## src/rtl/full_st1_error_buffer.sv

```systemverilog
// full_st1_error_buffer
// Phase-indexed store for the stage-1 error stream. Accepted error words are
// written by (error_phase, error_sub_address); on an error update request one
// phase worth of words is played back to the tap-update datapath over a
// valid/ready handshake with first/last/index markers.
//
// Ports:
//   clk, reset              clock, synchronous active-high reset
//   error_valid/value       write strobe and error word
//   error_phase             write phase slot
//   error_sub_address       word index within phase (legal: < SUB_DEPTH)
//   error_update_first/mode playback request (both high)
//   error_phase_read        phase slot to play back, sampled with request
//   tap_error_rdy           downstream accepts current beat
//   tap_error*              playback beat data/valid/first/last/index
//   read_busy               playback in progress
//   phase_filled            per-phase complete flag
//   err_underrun/overwrite/address  sticky error flags
module full_st1_error_buffer #(
    parameter int DATA_W    = 32,
    parameter int SUB_DEPTH = 6,
    parameter int PHASES    = 4
) (
    input  logic              clk,
    input  logic              reset,
    input  logic              error_valid,
    input  logic [DATA_W-1:0] error_value,
    input  logic [1:0]        error_phase,
    input  logic [31:0]       error_sub_address,
    input  logic              error_update_first,
    input  logic              error_update_mode,
    input  logic [1:0]        error_phase_read,
    input  logic              tap_error_rdy,
    output logic [DATA_W-1:0] tap_error,
    output logic              tap_error_vld,
    output logic              tap_error_first,
    output logic              tap_error_last,
    output logic [2:0]        tap_error_index,
    output logic              read_busy,
    output logic [PHASES-1:0] phase_filled,
    output logic              err_underrun,
    output logic              err_overwrite,
    output logic              err_address
);
    localparam int DEPTH = PHASES * SUB_DEPTH;
    localparam int AW    = $clog2(DEPTH);
    localparam int IW    = 3;

    typedef enum logic {IDLE, READ} state_t;

    logic [DATA_W-1:0] store [DEPTH];

    state_t            state_q, state_d;
    logic [1:0]        rd_phase_q, rd_phase_d;
    logic [PHASES-1:0] filled_q, filled_d;
    logic [DATA_W-1:0] tap_q, tap_d;
    logic              vld_q, vld_d;
    logic              first_q, first_d;
    logic              last_q, last_d;
    logic [IW-1:0]     idx_q, idx_d;
    logic              underrun_q, underrun_d;
    logic              overwrite_q, overwrite_d;
    logic              address_q, address_d;

    logic              wr_ok;
    logic              req;
    logic [IW-1:0]     idx_nxt;
    logic [PHASES-1:0] fill_set, fill_clr;

    function automatic logic [AW-1:0] addr(input logic [1:0] ph, input logic [IW-1:0] sub);
        return AW'(ph) * AW'(SUB_DEPTH) + AW'(sub);
    endfunction

    always_comb begin
        state_d     = state_q;
        rd_phase_d  = rd_phase_q;
        tap_d       = tap_q;
        vld_d       = vld_q;
        first_d     = first_q;
        last_d      = last_q;
        idx_d       = idx_q;
        underrun_d  = underrun_q;
        overwrite_d = overwrite_q;
        address_d   = address_q;
        fill_set    = '0;
        fill_clr    = '0;

        wr_ok   = error_valid && (error_sub_address < 32'(SUB_DEPTH));
        req     = error_update_first && error_update_mode;
        idx_nxt = idx_q + 1'b1;

        if (error_valid && !wr_ok)
            address_d = 1'b1;
        if (wr_ok && error_sub_address == 32'(SUB_DEPTH - 1))
            fill_set[error_phase] = 1'b1;

        unique case (state_q)
            IDLE: begin
                // Filled check uses the registered flag, so a request in the
                // same cycle as the completing write underruns.
                if (req) begin
                    if (filled_q[error_phase_read]) begin
                        state_d    = READ;
                        rd_phase_d = error_phase_read;
                        tap_d      = store[addr(error_phase_read, '0)];
                        vld_d      = 1'b1;
                        first_d    = 1'b1;
                        last_d     = (SUB_DEPTH == 1);
                        idx_d      = '0;
                    end else begin
                        underrun_d = 1'b1;
                    end
                end
            end
            READ: begin
                if (wr_ok && error_phase == rd_phase_q)
                    overwrite_d = 1'b1;
                if (vld_q && tap_error_rdy) begin
                    if (last_q) begin
                        state_d  = IDLE;
                        vld_d    = 1'b0;
                        first_d  = 1'b0;
                        last_d   = 1'b0;
                        fill_clr[rd_phase_q] = 1'b1;
                    end else begin
                        idx_d   = idx_nxt;
                        tap_d   = store[addr(rd_phase_q, idx_nxt)];
                        first_d = 1'b0;
                        last_d  = (idx_nxt == IW'(SUB_DEPTH - 1));
                    end
                end
            end
            default: state_d = IDLE;
        endcase

        // A set and clear on the same phase resolve to set.
        filled_d = (filled_q & ~fill_clr) | fill_set;
    end

    always_ff @(posedge clk) begin
        if (reset) begin
            state_q     <= IDLE;
            rd_phase_q  <= '0;
            filled_q    <= '0;
            tap_q       <= '0;
            vld_q       <= 1'b0;
            first_q     <= 1'b0;
            last_q      <= 1'b0;
            idx_q       <= '0;
            underrun_q  <= 1'b0;
            overwrite_q <= 1'b0;
            address_q   <= 1'b0;
        end else begin
            state_q     <= state_d;
            rd_phase_q  <= rd_phase_d;
            filled_q    <= filled_d;
            tap_q       <= tap_d;
            vld_q       <= vld_d;
            first_q     <= first_d;
            last_q      <= last_d;
            idx_q       <= idx_d;
            underrun_q  <= underrun_d;
            overwrite_q <= overwrite_d;
            address_q   <= address_d;
        end
    end

    // Store is not reset; writes are accepted in every state.
    always_ff @(posedge clk) begin
        if (wr_ok)
            store[addr(error_phase, error_sub_address[IW-1:0])] <= error_value;
    end

    assign tap_error       = tap_q;
    assign tap_error_vld   = vld_q;
    assign tap_error_first = first_q;
    assign tap_error_last  = last_q;
    assign tap_error_index = idx_q;
    assign read_busy       = (state_q == READ);
    assign phase_filled    = filled_q;
    assign err_underrun    = underrun_q;
    assign err_overwrite   = overwrite_q;
    assign err_address     = address_q;
endmodule
```

## config.mk

```make
export PLATFORM = sky130hd
export DESIGN_NAME = full_st1_error_buffer
export DESIGN_NICKNAME = d
export VERILOG_FILES = /design/src/rtl/full_st1_error_buffer.sv
export SDC_FILE = /design/constraint.sdc
export NUM_CORES = 1
export LEC_CHECK = 0
export CAP_MARGIN = 20
export CORE_ASPECT_RATIO = 1.75
export CORE_MARGIN = 1
export CORE_UTILIZATION = 45
export DETAILED_ROUTE_END_ITERATION = 7
export SLEW_MARGIN = 5
export SYNTH_ARGS = -nofsm -noshare
export SYNTH_HDL_FRONTEND = slang
export SYNTH_SLANG_ARGS = --single-unit
```

## constraint.sdc

```tcl
create_clock -name clk -period 3.8 [get_ports clk]
set_input_delay 0.38 -clock clk [delete_from_list [all_inputs] [get_ports clk]]
set_output_delay 0.38 -clock clk [all_outputs]
set_load 0.02 [all_outputs]
```

# Word level (Yosys, flattened, before mapping)
# Memories as Yosys holds them, arrays and structs flattened.
# Cells that the tools add are included.
# Widths: inputs -> output; s select.
classes:
  n_addsub: 3
  n_mul: 3
  magnitude_cmp: 6
  n_eq_ne: 8
  n_mux: 39
  bitwise: 5
  n_reduce_logical: 15
op_table:
  columns: ["cell", "count"]
  rows:
  - ["$mux 32", 4]
  - ["$pmux 32 s2", 1]
  - ["$eq 32x3->1 const B", 1]
  - ["$lt 32x3->1 const B", 1]
  - ["$mux 1", 18]
  - ["$mux 4", 4]
  - ["$mul 2x2->4 const B", 3]
  - ["$mux 3", 4]
  - ["$add 5x3->5", 2]
  - ["$lt 2x3->1 const B", 3]
  - ["$reduce_and 3->1", 3]
  - ["$logic_and 1x1->1", 8]
  - ["$pmux 1 s2", 4]
  - ["$reduce_and 4->1", 2]
  - ["$ne 2x2->1 const B", 3]
  - ["$pmux 3 s2", 1]
  - ["$and 4x4->4", 1]
  - ["$demux 1 s2", 2]
  - ["$ge 2x1->1 const B", 2]
  - ["$ne 2x1->1 const B", 2]
  - ["$not 4->4", 1]
  - ["$or 4x4->4", 1]
  - ["$add 3x1->3 const B", 1]
  - ["$eq 3x3->1 const B", 1]
  - ["other kinds (5)", 6]
word_totals:
  register_bits: 48
  mem_bits_rw: 768
  word_cells: 91
  memories: 1
mem_list:
  columns: ["memory", "words", "word_bits", "read_ports", "rd_ports_with_merged_regs", "write_ports", "line_no", "source"]
  rows:
  - ["store", 24, 32, 2, 0, 1, "51", "logic [DATA_W-1:0] store [DEPTH];"]

# Logic depth before layout (Yosys ltp)
# Gate-level depths: netlist (run 1).
logic_depth:
  depth_word: 10
  mapped_depth: 16
  mapped_depth_nobuf: 10

# Worst setup path after synthesis (run 1)
# OpenSTA, ideal clock, no wires.
synth_timing:
  path_kind: "register -> register"
  from: "reg idx_q[0], in the netlist tap_error_index[0]"
  to: "reg tap_q[19], in the netlist tap_error[19]"
  t_arrival_ps: 3721
  required_ps: 3724
  setup_slack_ps: 3
  path_stages_with_launch: 15
  path_buffers: 7
  synth_period_minus_slack_ps: 3797
  cell_sequence: "dfxtp_1 -> buf_2 -> buf_2 -> buf_2 -> buf_2 -> inv_1 -> ha_1 -> ha_1 -> inv_1 -> fa_1 -> clkbuf_1 -> clkbuf_1 -> clkbuf_1 -> mux4_2 -> o22ai_1"
synth_via:
  elab_chain_len: 6
synth_lines:
  columns: ["item", "line_no", "source"]
  rows:
  - ["start: declaration", "60", "logic [IW-1:0] idx_q, idx_d;"]
  - ["start signal: assignment", "161", "idx_q <= idx_d;"]
  - ["$add 3x1->3", "90", "idx_nxt = idx_q + 1'b1;"]
  - ["$add 5x3->5", "71", "return AW'(ph) * AW'(SUB_DEPTH) + AW'(sub);"]
  - ["$mem_v2 24x32", null, null]
  - ["$mux 32", "119", "if (last_q) begin"]
  - ["$mux 32", "118", "if (vld_q && tap_error_rdy) begin"]
  - ["$pmux 32 s2", "97", "unique case (state_q)"]
  - ["end signal: assignment", "157", "tap_q <= tap_d;"]
  - ["end: declaration", "56", "logic [DATA_W-1:0] tap_q, tap_d;"]
# No other way between the ends. The select of a mux whose other input is x is not followed.
# A chain may end at the register's enable or synchronous reset.

# Final worst setup path (run 1)
layout_timing:
  from: "reg rd_phase_q[0]"
  to: "reg tap_q[26], in the netlist tap_error[26]"
layout_via:
  elab_chain_len: 6
layout_lines:
  columns: ["item", "line_no", "source"]
  rows:
  - ["start: declaration", "54", "logic [1:0] rd_phase_q, rd_phase_d;"]
  - ["start signal: assignment", "155", "rd_phase_q <= rd_phase_d;"]
  - ["$mul 2x2->4", "71", null]
  - ["$add 5x3->5", "71", null]
  - ["$mem_v2 24x32", null, null]
  - ["$mux 32", "119", null]
  - ["$mux 32", "118", null]
  - ["$pmux 32 s2", "97", null]
# No other way between the ends. The select of a mux whose other input is x is not followed.

==> results.txt, run 1 <==
----------------------------------------------------
[Timing]
  Achievable clock frequency ... 307 MHz
  Clock period minus worst slack ... 3260 ps
  Relative slew slack ... 0.272
  Summed negative setup slack over all endpoints ... 0 ps
  Share of the cycle needed by the critical path after routing ... 0.858
  Worst setup skew after layout ... 29.0 ps
  Setup repair after global routing missed its margin ... false
  Post-layout worst setup margin ... 541 ps
  Final-report hold violation count ... 0
  Count of final setup violators ... 0
  Slew at the pin closest to its max-slew limit ... 1090 ps
  Number of pins with negative max-slew slack in the final report ... 0

[Setup path]
  WP buf/inv ... 3
  Cell type of the slowest stage on the worst timing path ... sky130_fd_sc_hd__fa_4
  Max incr delay on CP ... 550 ps
  Critical path type ... reg -> reg
  CP Launch Type ... flip-flop
  Max Fanout on Critical Path ... 10
  Cell with the most instances on the worst path ... sky130_fd_sc_hd__inv_1
  Delay-heaviest family, CP ... adder cells
  Data arrival, critical path ... 3810 ps
  WP data required ... 4350 ps
  Category of the worst setup path capture point ... flip-flop
  Worst reg-to-reg setup slack ... 540 ps
  Sequence of cells on the critical path ... inv_1, ha_1, inv_1, fa_4, xnor2_4, buf_4, nand2_1, and3_1, o32a_1, o21ai_1

[Finish]
  Share of the core filled with cells in the final layout ... 0.537
  Share of cells above drive strength 1 ... 0.284
  Top library cells by usage in the layout, fill and taps aside ... sky130_fd_sc_hd__edfxtp_1 (768), sky130_fd_sc_hd__mux4_2 (280), sky130_fd_sc_hd__nand2_1 (127)
  Nets ... 2095
  Growth of design area from synthesis to finish ... 18.0%
  Diodes inserted ... 0
  Commonest non-fill, non-tap cell in the layout ... sky130_fd_sc_hd__edfxtp_1

[Synth]
  Adder-cell share of the synthesized area ... 0.00798
  Synthesis warning total ... 0
  Fraction of synthesized area in multiplexers ... 0.205
  Register bit count reported by yosys ... 816
  Share of the yosys chip area belonging to registers ... 0.691
  Main combinational cell family by area after synthesis ... multiplexers
  Syn_area_per_cell ... 19.3 um^2
  Dominant cell type by area after synthesis ... sky130_fd_sc_hd__edfxtp_1
  Ranking of synthesized cells by area ... sky130_fd_sc_hd__edfxtp_1 (66%), sky130_fd_sc_hd__mux4_2 (18%), sky130_fd_sc_hd__dfxtp_1 (2.8%)
  Area share of and/or/nand/nor cells after synthesis ... 0.0382
  Predominant post-synthesis flop cell ... sky130_fd_sc_hd__edfxtp_1
  Count of flip-flops with a built-in enable after synthesis ... 768
  Cells after Synth ... 1807
  Proportion of synthesized flip-flops having asynchronous set or reset ... 0
  Mapped Nets ... 1902
  Unique masters post-synth ... 52
  Synth Area in Compound Gates ... 0.0340
  Area fraction of the dominant cell type after synthesis ... 0.663
  Xor and xnor fraction of the mapped netlist area ... 0.00248
  Post-synth design cell area ... 34800 um^2

[Floorplan]
  Total die area ... 78500 um^2
  X dimension of the die ... 212 um
  # IOs ... 120
  Starting density of the core ... 0.455
  Total core area ... 76500 um^2
  Number of rows in the core area ... 134
  Die Y ... 370 um

[Clocking]
  Clock latency on the worst-skew pair ... 640 ps
  CTS sink cnt ... 816
  Total of hold buffers inserted after clock tree synthesis ... 0
  Clock H-tree levels ... 3
  Clock-pin slew on the worst setup and hold paths ... 60 ps
  Number of gates resized after cts ... 0
  Maximum count of clock buffers along a single path ... 3
  Post-CTS setup-driven buffer insertion count ... 0
  CTS tree ... done
  Total clock buffers created by CTS ... 75
  Root buffer cell ... sky130_fd_sc_hd__clkbuf_16

[Hold path]
  Worst hold-check path type ... in -> reg

[Placed design]
  Pre-CTS setup slack ... 348 ps
  Placed wire-length estimate ... 67800 um
  Number of buffers added on ports ... 119
  Final weighted congestion of routability-driven global placement ... 0.841

[Route]
  Count of vias placed by the detailed router ... 19.5k
  Detail-routed net length per standard cell ... 34.3 um
  Antenna Nets Post-Route ... 0
  Wirelength, routed ... 106000 um
  DRC violations left ... 0
  Number of iterations in the first detailed-routing pass ... 8
  1st-iter DRT viols ... 1886
  Vias per Instance ... 6.32

[Global route]
  Maximum number of pins on one net before global-route repair ... 119
  Global-route total usage across every layer ... 0.278
  Number of global-route vias before repair ... 20.9k
  Initial antenna violation count ... 1
  First-pass GRT wire length ... 152000 um
  Global-route congestion overflow total ... 0

[Status]
  Status ... completed

[Pwr]
  VDD IR-drop max ... 0.000351 V
  Leak pwr ... 0.0128 uW
  Pwr dens ... 455 nW/um^2
  Post-layout power ... 18700 uW

[Run]
  Max_cap viols ... 0

----------------------------------------------------
## flip-flops by register name (all words and copies together) (netlist names), 2 cells and up
name,count
store,768
phase_filled,4
tap_error_index,3
tap_error,32
rd_phase_q,2
## routing by layer
layer / global-route usage / vias to the layer above / part of all wire
met5: 0 / - / 0
met4: 0.142 / 0 / 0.053
met3: 0.0361 / 210 / 0.063
met2: 0.497 / 971 / 0.54
met1: 0.327 / 10370 / 0.35
li1: - / 7926 / -
## logic make-up (layout without fill, tap and decap cells)
group / count (synthesis) / after routing
AOI/OAI and AO/OA: 167 / 167
xor gates and xnor gates: 9 / 9
adders and majority gates: 21 / 21
buffers and inverters: 143 / 396
DFF: 816 / 816
muxes: 359 / 359
and+or+nand+nor: 292 / 292
## final timing paths
kind / startpoint / end / cells past startpoint
max: rd_phase_q[0] / tap_error[26] / 10
min: error_phase_read[0] / rd_phase_q[0] / 4
max reg2reg: rd_phase_q[0] / tap_error[26] / 10
min reg2reg: err_address / err_address / 2
## cells in the mapped netlist, types with 8 or more instances
master	instances
sky130_fd_sc_hd__edfxtp_1	768
sky130_fd_sc_hd__mux4_2	280
sky130_fd_sc_hd__nand2_1	128
sky130_fd_sc_hd__nor2_1	68
sky130_fd_sc_hd__and3_1	50
sky130_fd_sc_hd__dfxtp_1	48
sky130_fd_sc_hd__buf_2	44
sky130_fd_sc_hd__clkbuf_1	42
sky130_fd_sc_hd__mux2i_1	40
sky130_fd_sc_hd__mux2_2	39
sky130_fd_sc_hd__o21ai_0	36
sky130_fd_sc_hd__a32oi_1	26
sky130_fd_sc_hd__o32a_1	25
sky130_fd_sc_hd__o21ai_1	24
sky130_fd_sc_hd__inv_1	21
sky130_fd_sc_hd__ha_1	19
sky130_fd_sc_hd__nand3_1	17
sky130_fd_sc_hd__a21oi_1	16
sky130_fd_sc_hd__a22oi_1	15
sky130_fd_sc_hd__buf_4	15
sky130_fd_sc_hd__buf_6	11
sky130_fd_sc_hd__o221ai_1	10
sky130_fd_sc_hd__buf_1	8
## worst register-to-register path, delay by kind of cell (launching register included)
family                     cells  cell delay, ps
DFF                            1             540
and+or+nand+nor                2             410
adders and majority gates      2             880
buffers and inverters          3             480
AOI/OAI and AO/OA              2             420
xor gates and xnor gates       1             450
## metrics by stage
stage / hold WS, ps / cell area, um^2 / instances
after floorplan: 452 / 34800 / 1807
after global placement: 448 / 38400 / 2941
after detailed placement: 455 / 38400 / 2942
after CTS: 450 / 41000 / 3079
after global routing: 496 / 41000 / 3080
final: 458 / 41000 / 3080
## final cells by class
type	count	area (um^2)
clock buffers	89	2000
clock inverters	48	607
fillers	6100	35400
inverters	21	78.8
multi-input cells	848	10300
flip-flops and latches	816	24000
well taps	1020	1280
repair buffers	238	2750
## power by group
part	switching [uW]	internal, uW	total (uW)
logic	448	299	747
clock network	3430	4680	8110
registers	0.845	9820	9820
total	3880	14800	18700
(Power assumes the default switching activity.)
==> inputs of run 2 (changes only) <==
clock period = 3.81 ns   (was 3.8 ns; I/O delays follow)
==> run 2 against run 1 <==
Core utilization is 0.26 points lower. First-iteration DRC count is 1.6% lower. Combinational power is 0.7% higher. Critical endpoint is now tap_error[14]. Highest routed layer is now met5.
==> results.txt, run 2 (same netlist as run 1, synthesis figures left out) <==
----------------------------------------------------
[Setup path]
  Worst reg-to-reg setup slack ... 500 ps (was 540 ps)
  Max incr delay on CP ... 1070 ps (was 550 ps)
  WP data required ... 4350 ps (about the same)
  R2R Path Start ... tap_error_index[1] (was rd_phase_q[0])
  Sequence of cells on the critical path ... inv_1, ha_1, ha_4, inv_1, fa_4, buf_12, mux2i_1, nand3_1, nand4_1, a311oi_1 (was inv_1, ha_1, inv_1, fa_4, xnor2_4, buf_4, nand2_1, and3_1, o32a_1, o21ai_1)
  CP Launch Type ... flip-flop (unchanged)
  Setup crit start ... tap_error_index[1] (was rd_phase_q[0])
  Worst-case reg-to-reg path depth ... 10 (unchanged)
  Critical path type ... reg -> reg (unchanged)
  Max Fanout on Critical Path ... 31 (was 10)
  R2R Path End ... tap_error[14] (was tap_error[26])
  Delay-heaviest family, CP ... adder cells (unchanged)
  WP buf/inv ... 3 (unchanged)
  Category of the worst setup path capture point ... flip-flop (unchanged)
  Cell type of the slowest stage on the worst timing path ... sky130_fd_sc_hd__fa_4 (unchanged)
  Cell with the most instances on the worst path ... sky130_fd_sc_hd__inv_1 (unchanged)
  Data arrival, critical path ... 3850 ps (was 3810 ps)

[Pwr]
  Pwr dens ... 443 nW/um^2 (was 455 nW/um^2)
  Seq pwr share ... 0.542 (was 0.526)
  VDD IR-drop max ... 0.000289 V (was 0.000351 V)
  Clk network pwr share ... 0.417 (was 0.434)
  Internal power ... 14200 uW (was 14800 uW)
  Net Sw Power ... 3840 uW (was 3880 uW)
  Leak pwr ... 0.0127 uW (was 0.0128 uW)
  Proportion of total power due to net switching ... 0.212 (was 0.208)
  Comb power frac ... 0.042 (was 0.040)

[Placed design]
  Number of buffers added on ports ... 119 (unchanged)
  Final weighted congestion of routability-driven global placement ... 0.841 (about the same)
  DP Cell Count ... 2935 (was 2942)
  Placed wire-length estimate ... 67100 um (was 67800 um)

[Global route]
  Initial antenna violation count ... 3 (was 1)
  Maximum number of pins on one net before global-route repair ... 135 (was 119)
  First-pass GRT wire length ... 150000 um (was 152000 um)
  Grt met2 use ... 0.489 (was 0.497)
  Most crowded layer after global routing ... met2 (unchanged)
  Global-route congestion overflow total ... 0 (unchanged)
  Met3 track demand over resource in global routing ... 0.0400 (was 0.0361)
  Number of global-route vias before repair ... 20.6k (was 20.9k)
  Met1 usage ... 0.314 (was 0.327)
  Global-route total usage across every layer ... 0.276 (was 0.278)

[Timing]
  Count of final setup violators ... 0 (unchanged)
  Number of pins with negative max-slew slack in the final report ... 0 (unchanged)
  Slew at the pin closest to its max-slew limit ... 1140 ps (was 1090 ps)
  Worst setup skew after layout ... 30.9 ps (was 29.0 ps)
  Share of the cycle needed by the critical path after routing ... 0.869 (was 0.858)
  Setup repair after global routing missed its margin ... false (unchanged)
  Achievable clock frequency ... 302 MHz (was 307 MHz)
  Summed negative setup slack over all endpoints ... 0 ps (unchanged)
  Clock period minus worst slack ... 3310 ps (was 3260 ps)
  Final-report hold violation count ... 0 (unchanged)
  Relative slew slack ... 0.239 (was 0.272)

[Floorplan]
  Die Y ... 370 um (unchanged)
  Total die area ... 78500 um^2 (unchanged)
  Number of rows in the core area ... 134 (unchanged)
  X dimension of the die ... 212 um (unchanged)
  # IOs ... 120 (unchanged)
  Starting density of the core ... 0.455 (unchanged)
  Total core area ... 76500 um^2 (unchanged)

[Clocking]
  Total clock buffers created by CTS ... 75 (unchanged)
  Clock H-tree levels ... 3 (unchanged)
  Post-CTS setup-driven buffer insertion count ... 0 (unchanged)
  Clock latency on the worst-skew pair ... 660 ps (was 640 ps)
  CTS tree ... done (unchanged)
  Number of gates resized after cts ... 0 (unchanged)
  CTS sink cnt ... 816 (unchanged)
  Root buffer cell ... sky130_fd_sc_hd__clkbuf_16 (unchanged)
  Clock-pin slew on the worst setup and hold paths ... 60 ps (about the same)
  Maximum count of clock buffers along a single path ... 3 (unchanged)
  Total of hold buffers inserted after clock tree synthesis ... 0 (unchanged)

[Hold path]
  Cell count of the worst hold path ... 3 (was 4)
  Worst hold-check path type ... in -> reg (unchanged)
  Start point of the worst min-delay path ... error_phase_read[0] (unchanged)
  Terminating pin of the worst hold path ... rd_phase_q[0] (unchanged)

[Finish]
  Commonest non-fill, non-tap cell in the layout ... sky130_fd_sc_hd__edfxtp_1 (unchanged)
  Nets ... 2089 (was 2095)
  Diodes inserted ... 0 (unchanged)
  Register cell area after layout ... 24000 um^2 (unchanged)
  Share of cells above drive strength 1 ... 0.281 (was 0.284)
  Number of standard cells in the final layout excluding fillers ... 3073 (was 3080)
  Growth of design area from synthesis to finish ... 17.4% (was 18.0%)
  Number of flip-flops in the largest register ... 768 (unchanged)
  Multi-input logic area ... 10300 um^2 (about the same)
  Final-layout fill cell count ... 6074 (was 6100)
  Top library cells by usage in the layout, fill and taps aside ... sky130_fd_sc_hd__edfxtp_1 (768), sky130_fd_sc_hd__mux4_2 (280), sky130_fd_sc_hd__nand2_1 (127) (unchanged)

[Route]
  Detail-routed net length per standard cell ... 34.1 um (was 34.3 um)
  Vias per Instance ... 6.32 (about the same)
  DRC violations left ... 0 (unchanged)
  Number of iterations in the first detailed-routing pass ... 7 (was 8)
  1st-iter DRT viols ... 1856 (was 1886)
  Wirelength, routed ... 105000 um (was 106000 um)
  Antenna Nets Post-Route ... 0 (unchanged)
  Count of vias placed by the detailed router ... 19.4k (was 19.5k)

[Status]
  Status ... completed (unchanged)

[Run]
  Max_cap viols ... 0 (unchanged)

----------------------------------------------------
-- run 2: cell types whose count changed in the layout (fill, tap and decap cells not counted), moves of 2 or more --
cell                         before  now
sky130_fd_sc_hd__clkinvlp_4       2    4
sky130_fd_sc_hd__clkbuf_1        10   15
sky130_fd_sc_hd__buf_12          52   55
sky130_fd_sc_hd__clkinv_1        17   15
sky130_fd_sc_hd__bufinv_16       13    5
sky130_fd_sc_hd__clkinv_2         8   11
sky130_fd_sc_hd__clkinv_8         3    1
sky130_fd_sc_hd__buf_4           65   56
-- run 2: layer usage --
metal / part of all wire / vias to the layer above
met1: 0.35 / 10402
li1: - / 7906
met4: 0.066 / 4
met2: 0.53 / 880
met5: 0.00030 / -
met3: 0.055 / 237
-- run 2: worst max-delay path by stage --
stage | endpoint | slack, ps | cells after the start
finish | tap_error[14] | 500 | 10
floorplan | tap_error[19] | 10 | 14
detailed placement | store[6][28] | 460 | 10
global placement | store[6][29] | 390 | 10
global route | tap_error[9] | 380 | 9
CTS | tap_error[14] | 470 | 10
-- run 2: area by class of cell --
| type | count | area share |
|---|---|---|
| Timing Repair Buffer | 232 | 0.0675 |
| Clock buffer | 95 | 0.0498 |
| Tap cell | 1020 | 0.0312 |
| Clock inverter | 41 | 0.00901 |
| Sequential cell | 816 | 0.588 |
| Multi-Input combinational cell | 848 | 0.252 |
| Inverter | 21 | 0.00193 |
-- run 2: per-stage QoR --
stage | setup slack [ps] | power [uW] | hold slack (ps) | utilization | instance area (um^2)
after CTS | 474 | 18200 | 62.2 | 0.534 | 40800
after global routing | 380 | 18500 | 86.5 | 0.534 | 40800
after detailed placement | 459 | 10700 | 451 | 0.502 | 38400
after global placement | 388 | 10700 | 450 | 0.502 | 38400
after floorplan | 13.4 | 10300 | 453 | - | 34800
final | 499 | 18100 | 94.8 | 0.534 | 40800
-- run 2: worst min-delay path, stage by stage --
cell	delay, ps
sky130_fd_sc_hd__buf_6	150
sky130_fd_sc_hd__nand2_1	90
sky130_fd_sc_hd__a21oi_1	60
-- run 2: power groups by stage --
stage	clock network, uW	registers [uW]	logic (uW)
finish	7530	9800	752
global route	7960	9790	784
CTS	7650	9800	748
detailed placement	0	9990	747
global placement	0	9990	739
floorplan	0	9990	319
